===== src/rtl/evm_pkg.sv =====
// Shared definitions for the EVM datapath: controller state encoding and party indices.
package evm_pkg;

  localparam int unsigned NUM_PARTIES = 4;
  localparam int unsigned PARTY_W     = 2;

  localparam logic [PARTY_W-1:0] PARTY_A = 2'd0;
  localparam logic [PARTY_W-1:0] PARTY_B = 2'd1;
  localparam logic [PARTY_W-1:0] PARTY_C = 2'd2;
  localparam logic [PARTY_W-1:0] PARTY_D = 2'd3;

  // Ballot sequencer states; the 3-bit encoding is shared with the counter/mux blocks.
  typedef enum logic [2:0] {
    StIdle   = 3'd0,
    StWrel   = 3'd1,
    StArmed  = 3'd2,
    StCast   = 3'd3,
    StLock   = 3'd4,
    StClosed = 3'd5
  } evm_state_e;

endpackage


===== src/rtl/evm_onehot_check.sv =====
// Classifies the party button vector: exactly one pressed, several pressed, and the
// index of the pressed button when exactly one is down.
module evm_onehot_check
  import evm_pkg::*;
(
  input  logic [NUM_PARTIES-1:0] btn_i,
  output logic                   onehot_o,
  output logic                   multi_o,
  output logic [PARTY_W-1:0]     idx_o
);

  logic [2:0] ones;

  // Population count and index decode.
  always_comb begin
    ones = '0;
    for (int i = 0; i < NUM_PARTIES; i++) begin
      ones = ones + 3'(btn_i[i]);
    end
    onehot_o = (ones == 3'd1);
    multi_o  = (ones > 3'd1);
    idx_o    = PARTY_A;
    unique case (btn_i)
      4'b0001: idx_o = PARTY_A;
      4'b0010: idx_o = PARTY_B;
      4'b0100: idx_o = PARTY_C;
      4'b1000: idx_o = PARTY_D;
      default: idx_o = PARTY_A;
    endcase
  end

endmodule


===== src/rtl/evm_vote_controller.sv =====
// Ballot sequencer: one officer authorization permits exactly one vote, with
// button-release interlocks, an arming timeout and permanent poll closing.
module evm_vote_controller
  import evm_pkg::*;
#(
  parameter int unsigned TIMEOUT_CYCLES = 1000, // must be at least 2
  parameter int unsigned CNT_W          = 8
) (
  input  logic                   clk,
  input  logic                   reset_n,
  input  logic                   master_enable,
  input  logic [NUM_PARTIES-1:0] btn,
  input  logic                   close_poll,
  output logic                   vote_valid,
  output logic [PARTY_W-1:0]     vote_sel,
  output logic                   armed,
  output logic                   invalid_press,
  output logic                   timeout,
  output logic [CNT_W-1:0]       ballot_count,
  output logic                   result_en
);

  localparam int unsigned       TmoW    = $clog2(TIMEOUT_CYCLES);
  localparam logic [TmoW-1:0]   TmoLast = TmoW'(TIMEOUT_CYCLES - 1);
  localparam logic [CNT_W-1:0]  CntMax  = {CNT_W{1'b1}};

  evm_state_e           state_q, state_d;
  logic                 me_q;
  logic [TmoW-1:0]      tmo_cnt_q, tmo_cnt_d;
  logic [PARTY_W-1:0]   sel_q, sel_d;
  logic [CNT_W-1:0]     count_q, count_d;
  logic                 tmo_pulse_q, tmo_pulse_d;
  logic                 inv_q, inv_d;

  logic                 me_rise;
  logic                 btn_any;
  logic                 btn_onehot;
  logic                 btn_multi;
  logic [PARTY_W-1:0]   btn_idx;

  evm_onehot_check u_onehot_check (
    .btn_i    (btn),
    .onehot_o (btn_onehot),
    .multi_o  (btn_multi),
    .idx_o    (btn_idx)
  );

  assign me_rise = master_enable & ~me_q;
  assign btn_any = |btn;

  // State, counters and registered pulse outputs.
  always_ff @(posedge clk or negedge reset_n) begin
    if (!reset_n) begin
      state_q     <= StIdle;
      me_q        <= 1'b0;
      tmo_cnt_q   <= '0;
      sel_q       <= PARTY_A;
      count_q     <= '0;
      tmo_pulse_q <= 1'b0;
      inv_q       <= 1'b0;
    end else begin
      state_q     <= state_d;
      me_q        <= master_enable;
      tmo_cnt_q   <= tmo_cnt_d;
      sel_q       <= sel_d;
      count_q     <= count_d;
      tmo_pulse_q <= tmo_pulse_d;
      inv_q       <= inv_d;
    end
  end

  // Next-state logic; close_poll outranks everything except a vote already in CAST.
  always_comb begin
    state_d     = state_q;
    tmo_cnt_d   = tmo_cnt_q;
    sel_d       = sel_q;
    count_d     = count_q;
    tmo_pulse_d = 1'b0;
    inv_d       = 1'b0;
    unique case (state_q)
      StIdle: begin
        tmo_cnt_d = '0;
        if (close_poll) begin
          state_d = StClosed;
        end else if (me_rise) begin
          // A button already held at authorization must be released first.
          state_d = btn_any ? StWrel : StArmed;
        end
      end
      StWrel: begin
        tmo_cnt_d = tmo_cnt_q + TmoW'(1);
        if (close_poll) begin
          state_d = StClosed;
        end else if (tmo_cnt_q == TmoLast) begin
          tmo_pulse_d = 1'b1;
          state_d     = StIdle;
        end else if (!btn_any) begin
          state_d = StArmed;
        end
      end
      StArmed: begin
        tmo_cnt_d = tmo_cnt_q + TmoW'(1);
        if (close_poll) begin
          state_d = StClosed;
        end else if (btn_onehot) begin
          // A valid press on the last cycle still beats the timeout.
          sel_d   = btn_idx;
          state_d = StCast;
        end else if (tmo_cnt_q == TmoLast) begin
          tmo_pulse_d = 1'b1;
          state_d     = StIdle;
        end else if (btn_multi) begin
          // Ballot stays authorized; timeout keeps running from where it was.
          inv_d   = 1'b1;
          state_d = StWrel;
        end
      end
      StCast: begin
        if (count_q != CntMax) begin
          count_d = count_q + CNT_W'(1);
        end
        state_d = close_poll ? StClosed : StLock;
      end
      StLock: begin
        if (close_poll) begin
          state_d = StClosed;
        end else if (!btn_any) begin
          state_d = StIdle;
        end
      end
      StClosed: begin
        state_d = StClosed;
      end
      default: begin
        state_d = StIdle;
      end
    endcase
  end

  // Moore outputs decoded from the state register.
  always_comb begin
    vote_valid    = (state_q == StCast);
    armed         = (state_q == StWrel) || (state_q == StArmed);
    result_en     = (state_q == StClosed);
    vote_sel      = sel_q;
    ballot_count  = count_q;
    invalid_press = inv_q;
    timeout       = tmo_pulse_q;
  end

endmodule

===== config.mk =====
export PLATFORM = sky130hd
export DESIGN_NAME = evm_vote_controller
export DESIGN_NICKNAME = d
export VERILOG_FILES = /design/src/rtl/evm_pkg.sv /design/src/rtl/evm_onehot_check.sv /design/src/rtl/evm_vote_controller.sv
export SDC_FILE = /design/constraint.sdc
export NUM_CORES = 1
export LEC_CHECK = 0
export CORE_AREA = 2 2 53 65
export CTS_CLUSTER_SIZE = 10
export DETAILED_ROUTE_END_ITERATION = 12
export DIE_AREA = 0 0 55 67
export MAX_ROUTING_LAYER = met4
export PLACE_DENSITY = 0.75
export SLEW_MARGIN = 20
export SYNTH_ARGS = -nofsm -noshare
export SYNTH_HDL_FRONTEND = slang
export SYNTH_HIERARCHICAL = 1
export SYNTH_SLANG_ARGS = --single-unit
export TNS_END_PERCENT = 20

===== constraint.sdc =====
create_clock -name clk -period 2.3 [get_ports clk]
set_input_delay 0.69 -clock clk [delete_from_list [all_inputs] [get_ports clk]]
set_output_delay 0.69 -clock clk [all_outputs]
set_load 0.01 [all_outputs]

* After elaboration in Yosys (flattened, before gate mapping) *
Cells that the tools add are included.

cells by class
  $add $sub $neg = 5
  $lt $le $gt $ge = 1
  eq/ne operators = 15
  mux-type cells = 26
  bitwise logic cells = 3
  reduce and logical (&&, ||, !) cells = 8

operators with widths
  kind                                                                             count
  3-bit 2-to-1 mux                                                                 11
  10-bit case mux with 2 select lines                                              1
  3-bit case mux with 6 select lines                                               1
  10-bit by 1-bit adder with 10-bit output, second input constant                  1
  10-bit equality test, second input constant                                      1
  1-bit 2-to-1 mux                                                                 10
  8-bit by 1-bit adder with 8-bit output, second input constant                    1
  8-bit inequality test, second input constant                                     1
  3-bit by 1-bit adder with 3-bit output                                           2
  3-bit by 1-bit equality test with 1-bit output, second input constant            2
  3-bit by 2-bit equality test with 1-bit output, second input constant            2
  3-bit equality test, second input constant                                       2
  3-bit inequality test, second input constant                                     2
  2-bit case mux with 3 select lines                                               1
  5-bit inequality test, second input constant                                     1
  4-bit by 2-bit equality test with 1-bit output, second input constant            1
  4-bit by 3-bit equality test with 1-bit output, second input constant            1
  4-bit equality test, second input constant                                       1
  4-bit inequality test, second input constant                                     1
  4-bit AND reduction                                                              1
  4-bit OR reduction                                                               1
  3-bit by 1-bit greater-than comparator with 1-bit output, second input constant  1
  3-bit logical NOT                                                                1
  3-bit AND reduction                                                              1
  9 further kinds                                                                  10

word-level totals
  bits in registers = 26
  logic and storage cells = 65

* Longest topological paths before layout *
Gate-level depths: netlist (run 1).

  word-level depth = 9
  gate-level depth with buffers = 11

* Hierarchy *
Netlist (run 1), hierarchy kept.

by module, submodules not included
  module               instances  cells each  area an instance (sq um)
  evm_vote_controller  1          136         1395.1
  evm_onehot_check     1          18          145.1

* Least setup slack after synthesis (run 1) *
Ideal clock, no wire load.

  path kind = input port to flip-flop
  start point = input port btn[0]
  end point = register sel_q[0], in the netlist vote_sel[0]
  data arrival time = 2.582 ns
  slack = -0.407 ns
  stages = 10
  buffers on the path = 0
  cell sequence = inv_1 -> fa_1 -> inv_1 -> ha_1 -> inv_1 -> ha_1 -> nor3b_1 -> nand2_1 -> nor2_1 -> mux2_2

on the way
  word-level cells in the longest chain between the ends = 5
  elaborated cells on any way between the ends = 9
  classes of those cells = add/sub (3); eq/ne (4); mux (1); reduce/logical (1)

ends and longest elaborated chain
  element                                              line                       text
  start: declaration                                   evm_vote_controller.sv:12  input logic [NUM_PARTIES-1:0] btn,
  1-bit by 1-bit adder with 2-bit output               evm_onehot_check.sv:18     ones = ones + 3'(btn_i[i]);
  3-bit by 1-bit adder with 3-bit output (2 in a row)  evm_onehot_check.sv:18
  3-bit by 1-bit equality test with 1-bit output       evm_onehot_check.sv:20     onehot_o = (ones == 3'd1);
  named net btn_onehot                                 evm_vote_controller.sv:37  logic btn_onehot;
  3-bit AND reduction (no source line)                 -
  end signal: assignment                               evm_vote_controller.sv:65  sel_q <= sel_d;
  end: declaration                                     evm_vote_controller.sv:30  logic [PARTY_W-1:0] sel_q, sel_d;

The timed path passes the listed nets, and every way through them passes these cells.
A chain may end at the register's enable or synchronous reset.

* Worst setup path after layout (run 1) *
  start point = input port btn[0]
  end point = register sel_q[1], in the netlist vote_sel[1]

The elaborated chain is that of the path after synthesis.

==> results.md, run 1 <==
* Status: complete, but fails checks
* Failing checks: negative setup slack
* First-pass GRT wire length at 5420 um
* Register area at 651 sq um
* Clk pwr share at 0.239
* Post-synth EDFFs at 0
* Post-synth net total at 170
* Die H at 67 um
* Post-route design area at 2030 sq um
* Io pins at 23
* Multiplexer area fraction after synthesis at 0.0609
* Total power at 1310 uW
* Top_reg_cell synth: dfrtp_1
* Port bufs at 22
* Largest family of logic cells by synthesized area: simple AND/OR/NAND/NOR gates
* Adder-cell share of the synthesized area at 0.0699
* Int Pwr at 887 uW
* Largest net degree at the start of global routing at 27
* Critical Path Source Type: input pin
* Post-Syn Area at 1540 sq um
* Hold-fix buffers, CTS at 0
* Util after Layout at 0.670
* Combinational power share at 0.339
* H-tree levels at 1
* Drt via density at 5.67
* ANT nets after route at 0
* Max-cap violation count at 0
* Req. time, crit path at 2.52 ns
* Slew headroom at 0.747
* Worst Path Class, Setup: input pin to flip-flop
* Final Net Count at 208
* Final Max Slew Viols at 0
* Area post-placement at 1880 sq um
* Area Overhead vs Synth at 31.7%
* Cell variety after synth at 50
* Final WS setup at -0.101 ns
* Longest Clk Path Bufs at 2
* RSZ-0062 raised after global routing: yes
* N_diodes at 0
* Minimum clock period at 2.40 ns
* Syn Inst Count at 154
* Worst-Skew Late Latency at 0.32 ns
* Largest stage delay, worst path at 0.52 ns
* Leakage power at 0.000932 uW
* Ys Warns at 6
* Worst-Margin Slew at 0.377 ns
* Switching pwr at 422 uW
* Switching part of the total at 0.323
* Setup TNS at -0.276 ns
* Clock net sink count at 26
* Post-synthesis sequential area ratio at 0.422
* Overflow after GRT at 0
* Share of post-route cells with drive strength above 1 at 0.262
* Complex-gate fraction of the synthesized area at 0.104
* Xor/xnor share of the synthesized area at 0.0569
* Top-area cell type share of the netlist area at 0.422
* Initial Util at 0.509
* Core ar. at 3030 sq um
* Die ar. at 3690 sq um
* DR WL/cell at 14.0 um
* Initial antenna violation count at 0
* Yosys reg bits at 26
* 1st-iter DRT viols at 17
* Worst hold path type: flip-flop to flip-flop
* Worst-path clk slew at 0.14 ns
* Final hold vios at 0
* Final Skew at 0.00668 ns
* Slowest CP cell: fa_1
* # rows at 22
* Post-synth top cells: dfrtp_1 (26), nand2_1 (15), inv_1 (10)
* Vias in the first global route at 1261
* CTS buffer count at 3
* Fillers at 251
* Via Count at 1288
* Global placement routability congestion at 0.954
* Largest area contributor in the netlist: dfrtp_1
* CTS tree: done
* Pwr dens at 646 nW/um^2
* Syn Area/Cell at 10.0 sq um
* GRT Overall Usage at 0.203
* Simple-gate share of the synthesized area at 0.232
* Highest clock rate at 0.417 GHz
* Setup crit end kind: flip-flop
* WL final at 3190 um
* WP data arrival at 2.62 ns
* Async set-or-reset flop fraction in the synthesized netlist at 1.00
* Final setup viols at 4
* Most frequent cell after synthesis: dfrtp_1
* Worst ir drop on vdd at 476 uV
* Die X at 55 um
* Clock tree root driver cell: clkbuf_4
* Cells along the critical path: buf_8 -> inv_4 -> fa_1 -> inv_1 -> ha_2 -> buf_6 -> ha_4 -> nor3b_4 -> nand2_2 -> nor2_4 -> mux2_4
* Pre-antenna DRT Iters at 4
* Dpl hpwl at 2340 um
* Residual DRC at 0
* Multi-input gate area at 880 sq um
* Period utilization at 1.04
* Max Fanout on Critical Path at 3
* Synth area leaders: dfrtp_1 (42%), ha_1 (5.7%), xnor2_1 (4.0%)
* Reg power frac at 0.422
[power by group through the flow]
stage	registers (uW)	logic (uW)	clock network [uW]
final	553	444	313
after global routing	558	494	337
after CTS	552	434	315
after detailed placement	558	419	0
after global placement	554	398	0
after floorplan	546	266	0
[final timing paths]
check                                  start              end  slack, ns  cells past startpoint
worst min-delay path            tmo_cnt_q[8]     tmo_cnt_q[8]       0.50                      1
worst min register to register  tmo_cnt_q[8]     tmo_cnt_q[8]       0.50                      1
worst max register to register  tmo_cnt_q[0]       state_q[1]       0.41                      5
worst max-delay path                  btn[0]      vote_sel[1]      -0.10                     11
max in group asynchronous            reset_n     tmo_cnt_q[2]       1.35                      2
min in group asynchronous            reset_n  ballot_count[7]       0.71                      2
[state kept, by name, summed over array words and instances (netlist names)]
name           count
tmo_cnt_q         10
ballot_count       8
state_q            3
vote_sel           2
invalid_press      1
me_q               1
timeout            1
[cell type report]
class                   instances  share of cell area
clock buffers                   3              0.0111
clock inverters                 1              0.0148
inverters                      11              0.0216
multi-input cells             111               0.434
flip-flops and latches         26               0.321
well taps                      36              0.0222
repair buffers                 39               0.176
[layer usage]
metal / global-route usage / wire length (um)
met5: - / 0
met4: 0.0610 / 69
met3: 0.0224 / 87
met2: 0.365 / 1740
met1: 0.230 / 1290
[cell usage in the layout (no fill, tap or decap), types with 3 or more instances in the layout]
master / count
nand4_1: 4
xnor2_1: 7
xor2_1: 3
nand2_1: 14
buf_4: 14
buf_6: 4
clkbuf_4: 3
and3_1: 4
clkdlybuf4s50_1: 16
ha_1: 4
nor2_1: 5
o21ai_0: 6
dlygate4sd2_1: 3
a21boi_0: 3
inv_1: 6
nand3_1: 9
dfrtp_1: 26
inv_2: 4
mux2i_1: 6
[metrics by stage]
stage	hold WS, ns	worst slack [ns]	std cells
after floorplan	0.394	-0.275	154
after global placement	0.471	-0.822	219
after detailed placement	0.486	-0.932	219
after CTS	0.506	-0.0754	227
after global routing	0.540	-0.131	227
final	0.500	-0.101	227
[cells by family (layout without fill, tap and decap cells)]
| kind of cell | after synthesis | count (layout) |
|---|---|---|
| adder cells (fa/ha/maj) | 8 | 8 |
| XOR/XNOR | 10 | 10 |
| buffers and inverters | 17 | 54 |
| multiplexers | 9 | 9 |
| AND/OR/NAND/NOR | 62 | 62 |
| flip-flops | 26 | 26 |
| AO/OA/AOI/OAI | 22 | 22 |
[what timing repair did]
| item | 4_1_cts | 5_1_grt |
|---|---|---|
| gates resized for setup | 29 | 6 |
| endpoints found under the setup margin | 10 | 8 |
| pin swaps | 6 | 3 |
| setup buffers | 4 | 0 |
[critical path, delay by kind of cell]
| kind | cells | cell delay [ns] |
|---|---|---|
| and+or+nand+nor | 3 | 0.49 |
| buffers and inverters | 4 | 0.27 |
| adders and majority gates | 3 | 0.86 |
| muxes | 1 | 0.30 |
No activity file was read; power rests on OpenSTA's default activity.
==> run 2: changes to the inputs <==
--- a/config.mk
+++ b/config.mk
@@ -11,6 +11,7 @@
 export DIE_AREA = 0 0 55 67
 export MAX_ROUTING_LAYER = met4
 export PLACE_DENSITY = 0.75
+export SETUP_SLACK_MARGIN = 0.4
 export SLEW_MARGIN = 20
 export SYNTH_ARGS = -nofsm -noshare
 export SYNTH_HDL_FRONTEND = slang
==> run 2 against run 1 <==
Critical path type unchanged. The flow still finishes with violations (negative setup slack). Count of clock-buffer cells in the layout stayed put. Die area stayed put. Worst setup slack better by 0.029 ns. Maximum frequency is 1.2% higher. Non-clock buffer count is 3 higher. First-iteration DRC count is 5.9% higher. Global-route usage is 0.79 points higher. Clock skew hardly changed.
==> results.md, run 2 (same netlist as run 1, synthesis figures left out) <==
* Status: complete, but fails checks
* Failing checks: negative setup slack
* Req. time, crit path at 2.52 ns
* Pre-antenna DRT Iters at 4
* Final setup viols at 4
* Final hold vios at 0
* Worst hold path type: flip-flop to flip-flop
* Worst ir drop on vdd at 482 uV
* Core ar. at 3030 sq um
* Residual DRC at 0
* Setup crit end kind: flip-flop
* CTS tree: done
* Placed cells at 219
* Clk pwr share at 0.230
* # rows at 22
* Commonest cells after routing, fill and taps aside: dfrtp_1 (26), buf_4 (16), nand2_1 (13)
* Io pins at 23
* Final WS setup at -0.0715 ns
* Setup slack at placement at -0.932 ns
* Pwr dens at 648 nW/um^2
* Slew headroom at 0.707
* Via Count at 1288
* N_diodes at 0
* Slowest CP cell: fa_1
* Reg power frac at 0.405
* Minimum clock period at 2.37 ns
* Die H at 67 um
* Global placement routability congestion at 0.954
* Period utilization at 1.03
* Fillers at 235
* Fin cells at 230
* Clock tree root driver cell: clkbuf_4
* Leakage power at 0.00105 uW
* Largest stage delay, worst path at 0.54 ns
* Initial Util at 0.509
* Total power at 1360 uW
* Combinational power share at 0.364
* Port bufs at 22
* DR WL/cell at 14.3 um
* Die X at 55 um
* Setup TNS at -0.208 ns
* Worst-Skew Late Latency at 0.32 ns
* Longest Clk Path Bufs at 2
* Cells along the critical path: buf_6 -> inv_2 -> fa_1 -> inv_2 -> ha_4 -> buf_6 -> ha_4 -> nor3b_4 -> buf_6 -> nor2_4 -> nand2_4 -> nor3_2 -> a41o_1
* Most used cell along the critical path: buf_6
* Worst-Margin Slew at 0.437 ns
* Switching pwr at 441 uW
* RSZ-0062 raised after global routing: yes
* Area Overhead vs Synth at 35.7%
* Switching part of the total at 0.326
* Share of post-route cells with drive strength above 1 at 0.309
* WP data arrival at 2.60 ns
* Drt via density at 5.60
* Worst Path Class, Setup: input pin to flip-flop
* Dpl hpwl at 2340 um
* ANT nets after route at 0
* Die ar. at 3690 sq um
* Vias in the first global route at 1323
* Critical Path Source Type: input pin
* Util after Layout at 0.690
* Clock net sink count at 26
* Max Fanout on Critical Path at 4
* GRT Overall Usage at 0.211
* Int Pwr at 914 uW
* Worst-path clk slew at 0.15 ns
* WL final at 3290 um
* Most common cell after layout, fill and taps aside: dfrtp_1
* Final Skew at 0.00621 ns
* Final Net Count at 211
* Biggest register: tmo_cnt_q
* CTS buffer count at 3
* First-pass GRT wire length at 5630 um
* Largest net degree at the start of global routing at 27
* Highest clock rate at 0.422 GHz
* Setup slack, reg-to-reg at 0.40 ns
* Initial antenna violation count at 0
* H-tree levels at 1
* Largest register FFs at 10
* Overflow after GRT at 0
* Final Max Slew Viols at 0
* Max-cap violation count at 0
* 1st-iter DRT viols at 18
## run 2: final timing paths
path / from / end / cells after the start
max: btn[3] / state_q[1] / 13
max reg2reg: tmo_cnt_q[0] / state_q[1] / 5
min: tmo_cnt_q[8] / tmo_cnt_q[8] / 1
min in group asynchronous: reset_n / ballot_count[7] / 2
max in group asynchronous: reset_n / tmo_cnt_q[2] / 2
min reg2reg: tmo_cnt_q[8] / tmo_cnt_q[8] / 1
## run 2: final cells by class
| class | instances | area (sq um) | share of cell area |
|---|---|---|---|
| Tap cell | 36 | 45.0 | 0.0215 |
| Clock inverter | 1 | 30.0 | 0.0144 |
| Timing Repair Buffer | 42 | 380 | 0.182 |
| Inverter | 11 | 43.8 | 0.0209 |
| Multi-Input combinational cell | 111 | 918 | 0.439 |
| Sequential cell | 26 | 651 | 0.311 |
| Clock buffer | 3 | 22.5 | 0.0108 |
## run 2: metrics by stage
step	cell area, sq um	hold WS [ns]
finish	2090	0.496
global placement	1880	0.471
floorplan	1560	0.394
detailed placement	1880	0.486
CTS	2040	0.506
global route	2090	0.540
## run 2: per-layer routing
metal  GRT usage  routed length [um]  vias up
li1            -                   -      623
met1       0.234                1370      641
met2       0.382                1810       20
met3      0.0224                  62        4
met4      0.0671                  51        0
met5           -                   0        -
## run 2: repair_timing
item,CTS,global route
endpoints found under the setup margin,21,11
pin swaps,12,6
setup buffers,7,0
gates resized for setup,51,14
hold buffers,0,0
## run 2: critical path, delay by kind of cell
family	cells	cell delay, ns
adders and majority gates	3	0.86
and+or+nand+nor	4	0.42
buffers and inverters	5	0.40
AOI/OAI and AO/OA	1	0.21
## run 2: power groups by stage
stage / registers, uW / clock network (uW) / logic, uW
2_1_floorplan: 546 / 0 / 266
3_3_place_gp: 554 / 0 / 398
3_5_place_dp: 558 / 0 / 419
4_1_cts: 544 / 315 / 468
5_1_grt: 555 / 337 / 544
6_report: 549 / 312 / 494
